===== config.mk =====
export PLATFORM = sky130hd
export DESIGN_NAME = beam_gate_counter
export DESIGN_NICKNAME = d
export VERILOG_FILES = /design/src/rtl/simpsons_pkg.sv /design/src/rtl/beam_lane_fsm.sv /design/src/rtl/beam_gate_counter.sv
export SDC_FILE = /design/constraint.sdc
export NUM_CORES = 1
export LEC_CHECK = 0
export ABC_AREA = 1
export BUFFER_PORTS_ARGS = -buffer_cell sky130_fd_sc_hd__buf_2
export CORE_UTILIZATION = 55
export DETAILED_ROUTE_END_ITERATION = 12
export PLACE_DENSITY = 0.73
export SLEW_MARGIN = 20
export SYNTH_ARGS = -nofsm -noshare
export SYNTH_HDL_FRONTEND = slang
export SYNTH_HIERARCHICAL = 1
export SYNTH_SLANG_ARGS = --single-unit

===== constraint.sdc =====
create_clock -name CLK -period 3.45 [get_ports CLK]
set_input_delay 0.1725 -clock CLK [delete_from_list [all_inputs] [get_ports CLK]]
set_output_delay 0.1725 -clock CLK [all_outputs]
set_load 0.1 [all_outputs]

===== src/rtl/simpsons_pkg.sv =====
`default_nettype none
// ============================================================================
//  Module   : simpsons_pkg
//  Purpose  : Shared definitions for the beam_gate_counter block: lane state
//             encodings and beam index constants.
//  Ports    : none (package)
//  Revision : 1.0  initial release
// ============================================================================
package simpsons_pkg;

  // Per-lane passage tracking states
  typedef enum logic [2:0] {
    ST_IDLE  = 3'd0,
    ST_ARMED = 3'd1,
    ST_GAP   = 3'd2,
    ST_CROSS = 3'd3,
    ST_WAIT  = 3'd4
  } lane_state_t;

  // Bit position of each beam inside a lane's 2-bit beam pair
  localparam int BEAM_A = 0;  // outer beam
  localparam int BEAM_B = 1;  // inner beam

endpackage : simpsons_pkg
`default_nettype wire


===== src/rtl/beam_lane_fsm.sv =====
`default_nettype none
// ============================================================================
//  Module   : beam_lane_fsm
//  Purpose  : One doorway lane: debounces beams A/B, tracks a passage and
//             reports entry/exit (with size) or a both-blocked fault.
//  Ports    : i_clk    - clock
//             i_rst    - synchronous active-high reset
//             i_beam   - raw beams, [BEAM_A]=outer, [BEAM_B]=inner, 1=blocked
//             o_enter  - 1-cycle pulse, completed A->B passage
//             o_exit   - 1-cycle pulse, completed B->A passage
//             o_large  - size qualifier, valid with o_enter/o_exit
//             o_fault  - 1-cycle pulse, both beams blocked from idle
//  Revision : 1.0  initial release
// ============================================================================
module beam_lane_fsm
  import simpsons_pkg::*;
#(
  parameter int DEB_CYC = 4,
  parameter int GAP_CYC = 16
) (
  input  logic       i_clk,
  input  logic       i_rst,
  input  logic [1:0] i_beam,
  output logic       o_enter,
  output logic       o_exit,
  output logic       o_large,
  output logic       o_fault
);

  localparam int DBW = (DEB_CYC > 1) ? $clog2(DEB_CYC) : 1;
  localparam int GPW = (GAP_CYC > 1) ? $clog2(GAP_CYC) : 1;
  localparam logic [DBW-1:0] C_DEB_LAST = DBW'(DEB_CYC - 1);
  localparam logic [GPW-1:0] C_GAP_LAST = GPW'(GAP_CYC - 1);

  // --------------------------------------------------------------------------
  // Debouncers. The raw input is registered once, then the filtered value
  // follows it after DEB_CYC consecutive samples that disagree with it.
  // --------------------------------------------------------------------------
  logic [1:0] r_filt;

  for (genvar gi = 0; gi < 2; gi++) begin : g_deb
    logic           r_raw;
    logic [DBW-1:0] r_cnt;

    always_ff @(posedge i_clk) begin
      if (i_rst) begin
        r_raw      <= 1'b0;
        r_cnt      <= '0;
        r_filt[gi] <= 1'b0;
      end else begin
        r_raw <= i_beam[gi];
        if (r_raw != r_filt[gi]) begin
          if (r_cnt == C_DEB_LAST) begin
            r_filt[gi] <= r_raw;
            r_cnt      <= '0;
          end else begin
            r_cnt <= r_cnt + 1'b1;
          end
        end else begin
          r_cnt <= '0;
        end
      end
    end
  end

  // --------------------------------------------------------------------------
  // Passage FSM
  // r_first : beam that blocked first (0=A, 1=B)
  // r_lg    : both beams seen blocked together during this passage
  // r_lr    : beam that was most recently blocked alone in CROSS
  // r_both  : previous CROSS sample had both beams blocked
  // --------------------------------------------------------------------------
  lane_state_t    r_state, w_state_nxt;
  logic           r_first, w_first_nxt;
  logic           r_lg,    w_lg_nxt;
  logic           r_lr,    w_lr_nxt;
  logic           r_both,  w_both_nxt;
  logic [GPW-1:0] r_gap,   w_gap_nxt;
  logic           w_event;
  logic           w_fault;

  logic w_a, w_b, w_f, w_o;
  assign w_a = r_filt[BEAM_A];
  assign w_b = r_filt[BEAM_B];
  assign w_f = r_first ? w_b : w_a;
  assign w_o = r_first ? w_a : w_b;

  always_ff @(posedge i_clk) begin
    if (i_rst) begin
      r_state <= ST_IDLE;
      r_first <= 1'b0;
      r_lg    <= 1'b0;
      r_lr    <= 1'b0;
      r_both  <= 1'b0;
      r_gap   <= '0;
      o_enter <= 1'b0;
      o_exit  <= 1'b0;
      o_large <= 1'b0;
      o_fault <= 1'b0;
    end else begin
      r_state <= w_state_nxt;
      r_first <= w_first_nxt;
      r_lg    <= w_lg_nxt;
      r_lr    <= w_lr_nxt;
      r_both  <= w_both_nxt;
      r_gap   <= w_gap_nxt;
      o_enter <= w_event & ~r_first;
      o_exit  <= w_event &  r_first;
      o_large <= w_event &  r_lg;
      o_fault <= w_fault;
    end
  end

  always_comb begin
    w_state_nxt = r_state;
    w_first_nxt = r_first;
    w_lg_nxt    = r_lg;
    w_lr_nxt    = r_lr;
    w_both_nxt  = r_both;
    w_gap_nxt   = r_gap;
    w_event     = 1'b0;
    w_fault     = 1'b0;

    case (r_state)
      ST_IDLE: begin
        if (w_a && w_b) begin
          w_fault     = 1'b1;
          w_state_nxt = ST_WAIT;
        end else if (w_a || w_b) begin
          w_state_nxt = ST_ARMED;
          w_first_nxt = w_b;
          w_lg_nxt    = 1'b0;
        end
      end

      ST_ARMED: begin
        if (w_o) begin
          w_state_nxt = ST_CROSS;
          w_lg_nxt    = w_f;
          w_both_nxt  = w_f;
          // When both are blocked LR is not yet meaningful; park it on F
          w_lr_nxt    = w_f ? r_first : ~r_first;
        end else if (!w_f) begin
          w_state_nxt = ST_GAP;
          w_gap_nxt   = '0;
        end
      end

      ST_GAP: begin
        if (w_o) begin
          w_state_nxt = ST_CROSS;
          w_lg_nxt    = 1'b0;
          w_both_nxt  = w_f;
          w_lr_nxt    = w_f ? r_first : ~r_first;
        end else if (w_f) begin
          w_state_nxt = ST_ARMED;
        end else if (r_gap == C_GAP_LAST) begin
          w_state_nxt = ST_IDLE;  // abandoned
        end else begin
          w_gap_nxt = r_gap + 1'b1;
        end
      end

      ST_CROSS: begin
        if (w_a && w_b) begin
          w_lg_nxt   = 1'b1;
          w_both_nxt = 1'b1;
        end else if (w_a || w_b) begin
          w_lr_nxt   = w_b;
          w_both_nxt = 1'b0;
        end else begin
          w_state_nxt = ST_IDLE;
          // Released last on the far side (or both at once): completed.
          // Released last on the first beam: walker backed out.
          if (r_both || (r_lr != r_first)) begin
            w_event = 1'b1;
          end
        end
      end

      ST_WAIT: begin
        if (!w_a && !w_b) begin
          w_state_nxt = ST_IDLE;
        end
      end

      default: w_state_nxt = ST_IDLE;
    endcase
  end

endmodule : beam_lane_fsm
`default_nettype wire


===== src/rtl/beam_gate_counter.sv =====
`default_nettype none
// ============================================================================
//  Module   : beam_gate_counter
//  Purpose  : N-lane two-beam doorway sensor feeding a saturating room
//             occupancy counter.
//  Ports    : CLK       - clock
//             RESET     - synchronous active-high reset
//             G         - raw beams, G[2i]=lane i beam A, G[2i+1]=beam B
//             ENTER     - per-lane 1-cycle entry pulse
//             EXIT      - per-lane 1-cycle exit pulse
//             LARGE     - per-lane size qualifier for ENTER/EXIT
//             FAULT     - per-lane 1-cycle both-blocked-from-idle pulse
//             OCCUPANCY - current room count
//             FULL      - OCCUPANCY == MAX_OCC
//             EMPTY     - OCCUPANCY == 0
//             OVF       - sticky, an update was clamped
//  Revision : 1.0  initial release
// ============================================================================
module beam_gate_counter
  import simpsons_pkg::*;
#(
  parameter int N_LANES = 2,
  parameter int DEB_CYC = 4,
  parameter int GAP_CYC = 16,
  parameter int CNT_W   = 6,
  parameter int MAX_OCC = 40
) (
  input  logic                 CLK,
  input  logic                 RESET,
  input  logic [2*N_LANES-1:0] G,
  output logic [N_LANES-1:0]   ENTER,
  output logic [N_LANES-1:0]   EXIT,
  output logic [N_LANES-1:0]   LARGE,
  output logic [N_LANES-1:0]   FAULT,
  output logic [CNT_W-1:0]     OCCUPANCY,
  output logic                 FULL,
  output logic                 EMPTY,
  output logic                 OVF
);

  localparam int PW = $clog2(N_LANES) + 1;  // popcount width
  localparam int DW = $clog2(N_LANES) + 2;  // signed delta width
  localparam int SW = CNT_W + DW;           // signed sum width
  localparam logic signed [SW-1:0] C_MAX_S = SW'(MAX_OCC);
  localparam logic [CNT_W-1:0]     C_MAX   = CNT_W'(MAX_OCC);

  for (genvar gl = 0; gl < N_LANES; gl++) begin : g_lane
    beam_lane_fsm #(
      .DEB_CYC (DEB_CYC),
      .GAP_CYC (GAP_CYC)
    ) u_lane (
      .i_clk   (CLK),
      .i_rst   (RESET),
      .i_beam  (G[2*gl+1 : 2*gl]),
      .o_enter (ENTER[gl]),
      .o_exit  (EXIT[gl]),
      .o_large (LARGE[gl]),
      .o_fault (FAULT[gl])
    );
  end

  // Count the registered lane pulses; the counter consumes them one cycle later
  logic [PW-1:0]        w_n_in, w_n_out;
  logic signed [DW-1:0] w_delta;
  logic signed [SW-1:0] w_sum;
  logic [CNT_W-1:0]     w_occ_nxt;
  logic                 w_clamp;
  logic [CNT_W-1:0]     r_occ;
  logic                 r_ovf;

  always_comb begin
    w_n_in  = '0;
    w_n_out = '0;
    for (int i = 0; i < N_LANES; i++) begin
      w_n_in  = w_n_in  + PW'(ENTER[i]);
      w_n_out = w_n_out + PW'(EXIT[i]);
    end
  end

  assign w_delta = $signed({1'b0, w_n_in}) - $signed({1'b0, w_n_out});
  assign w_sum   = $signed({{(SW-CNT_W){1'b0}}, r_occ})
                 + $signed({{(SW-DW){w_delta[DW-1]}}, w_delta});

  always_comb begin
    w_occ_nxt = w_sum[CNT_W-1:0];
    w_clamp   = 1'b0;
    if (w_sum[SW-1]) begin
      w_occ_nxt = '0;
      w_clamp   = 1'b1;
    end else if (w_sum > C_MAX_S) begin
      w_occ_nxt = C_MAX;
      w_clamp   = 1'b1;
    end
  end

  always_ff @(posedge CLK) begin
    if (RESET) begin
      r_occ <= '0;
      r_ovf <= 1'b0;
    end else begin
      r_occ <= w_occ_nxt;
      r_ovf <= r_ovf | w_clamp;
    end
  end

  assign OCCUPANCY = r_occ;
  assign OVF       = r_ovf;
  assign FULL      = (r_occ == C_MAX);
  assign EMPTY     = (r_occ == '0);

endmodule : beam_gate_counter
`default_nettype wire


==> metrics.csv <==
metric,value,unit
run status,finished clean,
H-Tree Depth,2,
Net Switching,0.000725,W
Post-synth EDFFs,0,
post-cts sizing count,0,
Syn Area/Cell,7.19,um2
CTS root buf,clkbuf_8,
CP Max Fanout,4,
crit path time final,2.68,ns
cell family with most CP delay,adder cells,
Netlist cell types,35,
Critical Path RT,3.65,ns
Rows,28,
Final Hold Vio Count,0,
Synth async-reset ratio,0,
Inserted Diodes,0,
DRC,0,
PwrDens,499,mW/mm2
RSZ-0062 raised after global routing,false,
Final ANT Viol Nets,0,
max-cap viol count,0,
Worst-Skew Late Latency,0.30,ns
Final Setup Violations,0,
RD Place Congestion,0.927,
Port Buffers,22,
most frequent cell after synthesis,nand2_1,
worst stage delay on the critical path,0.47,ns
worst slew pin tran,0.578,ns
clock power share,0.206,
switch share,0.399,
most instantiated cells after synthesis,"nand2_1, nor2_1, dfxtp_1",
maximum vdd drop,0.317,mV
largest net degree at the start of global routing,17,
CTS tree,yes,
CTS Buffer Depth,2,
Yosys top cell by area,dfxtp_1,
combinational share of power,0.362,
Vias,2938,
vias in the first global route,2584,
Synth Cell Area,0.00344,mm2
placeable core region,0.00599,mm2
Final Cell Area,0.00364,mm2
count of state elements after synthesis,53,
Tcrit/Tclk final,0.777,
Detailed Place HPWL,4970,um
DR pass1 iterations,4,
CP bufs+invs,4,
Setup TNS,0,ns
Post-CTS Setup Bufs,0,
fraction of power consumed by sequential logic,0.431,
Leakage,1.79,nW
critical path endpoint category,flip-flop,
Layout Skew,0.00572,ns
GR Overflow Total,0,
Cells after Synth,479,
cell breakdown of the critical path,inv_1 -> fa_1 -> inv_1 -> ha_1 -> inv_1 -> ha_1 -> inv_1 -> fa_1 -> nand3b_1 -> nand3_1 -> nand3_1 -> nand2_2 -> nand2_4 -> nand3_4 -> nor2_2,
Worst-path clk slew,0.09,ns
fmax,0.373,GHz
Die Area,0.00658,mm2
Final Max Slew Viols,0,
Starting Density,0.575,
sequential share of the synthesized area,0.308,
Pint,0.00109,W
critical path startpoint category,flip-flop,
synth warn,6,
Max-slew headroom,0.614,
vias per std cell,5.14,
IO Count,23,
post-synth top area share,0.308,
layout cells sized above 1,0.235,
initial antenna violation count,0,
clock sink total,53,
CP max-delay cell,fa_1,
DIE WIDTH,81.1,um
final wirelength,6480,um
CTS Buf Count,5,
Nets,522,
CP Data Arrival Time,2.88,ns
Area contributors post-synth,"dfxtp_1, nand2_1, nor2_1",
DR iter-0 viols,89,
Area Growth Syn to Fin,5.89,%
Most used DFF post-synth,dfxtp_1,
HP Class,in2reg,
critical path type,reg2reg,
hold bufs inserted after CTS,0,
syn nets,505,
Total GRT Usage,0.213,
Die Span Y,81.1,um
first-pass GRT wire length,11000,um
post-DR wirelength/cell,11.3,um
Placement Cell Area,0.00354,mm2
CP most frequent cell,inv_1,
==> placed cells by master, fill, tap and decap left out, types with 2 or more instances in the layout <==
cell,Yosys,final
nand3_2,9,9
ha_1,18,18
nand4_1,5,5
nand2_1,85,85
nor3_1,2,2
a21oi_1,25,25
inv_8,2,2
nor2_8,2,2
inv_1,46,46
o211ai_1,4,4
nor2_2,12,12
nand3b_1,3,3
buf_2,4,22
o21ai_0,7,7
nor3_2,3,3
nand3_1,40,40
nand2_4,9,9
clkbuf_8,0,7
inv_2,14,14
fa_1,2,2
nor2_4,2,2
nand2_2,28,28
nor2_1,78,78
dfxtp_1,53,53
nand3_4,2,2
and2_1,2,2
nor3b_1,2,2
o21ai_1,6,6
==> state kept, by name (all words and copies together), names as in the netlist <==
name                       flops
g_lane.u_lane/r_lg             2
g_lane.u_lane/r_first          2
g_lane.u_lane/r_state          6
g_lane.u_lane/r_lr             2
g_lane.u_lane/o_fault          2
g_lane.u_lane/g_deb.r_raw      4
g_lane.u_lane/o_enter          2
g_lane.u_lane/r_both           2
g_lane.u_lane/o_exit           2
OCCUPANCY                      6
g_lane.u_lane/g_deb.r_cnt      8
g_lane.u_lane/w_b              2
g_lane.u_lane/o_large          2
OVF                            1
g_lane.u_lane/w_a              2
g_lane.u_lane/r_gap            8
==> cells by family after synthesis <==
logic type,after synthesis,synth area share
compound gates,45,0.0749
xor+xnor,1,0.00254
fa+ha+maj,20,0.0771
buf+inv,75,0.104
flops,53,0.308
simple gates,285,0.434
==> worst register-to-register path, stage by stage (launching register included) <==
cell and delay (ns):
dfxtp_1 0.34, inv_1 0.06, fa_1 0.46, inv_1 0.07, ha_1 0.13, inv_1 0.05, ha_1 0.26, inv_1 0.06
fa_1 0.47, nand3b_1 0.22, nand3_1 0.10, nand3_1 0.09, nand2_2 0.09, nand2_4 0.06, nand3_4 0.08, nor2_2 0.04
==> path summary, 6_finish.rpt <==
check                           slack (ns)                          startpoint                                 end  depth (start not counted)
worst max register to register        0.77            g_lane[1].u_lane/o_enter                        OCCUPANCY[0]                         15
worst min register to register        0.43  g_lane[0].u_lane/g_deb[0].r_cnt[0]  g_lane[0].u_lane/g_deb[0].r_cnt[0]                          1
worst max-delay path                  0.77            g_lane[1].u_lane/o_enter                        OCCUPANCY[0]                         15
worst min-delay path                  0.07                                G[3]     g_lane[1].u_lane/g_deb[1].r_raw                          3
==> stage by stage <==
| stage | util | power (W) | cells | hold WS, ns | worst slack (ns) |
|---|---|---|---|---|---|
| after detailed placement | 0.591 | 0.00145 | 564 | 0.378 | 0.769 |
| after CTS | 0.608 | 0.00183 | 572 | 0.0630 | 0.748 |
| after global routing | 0.608 | 0.00197 | 572 | 0.0683 | 0.510 |
| after floorplan | - | 0.00138 | 479 | 0.242 | 0.0142 |
| final | 0.608 | 0.00182 | 572 | 0.0653 | 0.770 |
| after global placement | 0.591 | 0.00144 | 564 | 0.375 | 0.842 |
==> routing by layer <==
layer	GRT usage	wire length [um]	up-vias
li1	-	-	1551
met1	0.271	3130	1333
met2	0.363	3060	45
met3	0.0292	189	9
met4	0.0821	96	0
met5	0	0	-
==> layout make-up <==
class / instances / area, um2
clock buffer: 7 / 96.3
clock inverter: 1 / 5.00
multi-input combinational: 351 / 2020
tap: 75 / 93.8
inverter: 63 / 254
fill: 562 / 2350
timing repair buffer: 22 / 110
sequential: 53 / 1060
==> power groups by stage <==
stage	sequential [W]	combinational [W]	clock, W
after floorplan	0.000719	0.000664	0
after global placement	0.000797	0.000640	0
after detailed placement	0.000799	0.000654	0
after CTS	0.000784	0.000659	0.000391
after global routing	0.000795	0.000759	0.000415
final	0.000785	0.000659	0.000376
Note: power is estimated with default switching activity, not from simulation.
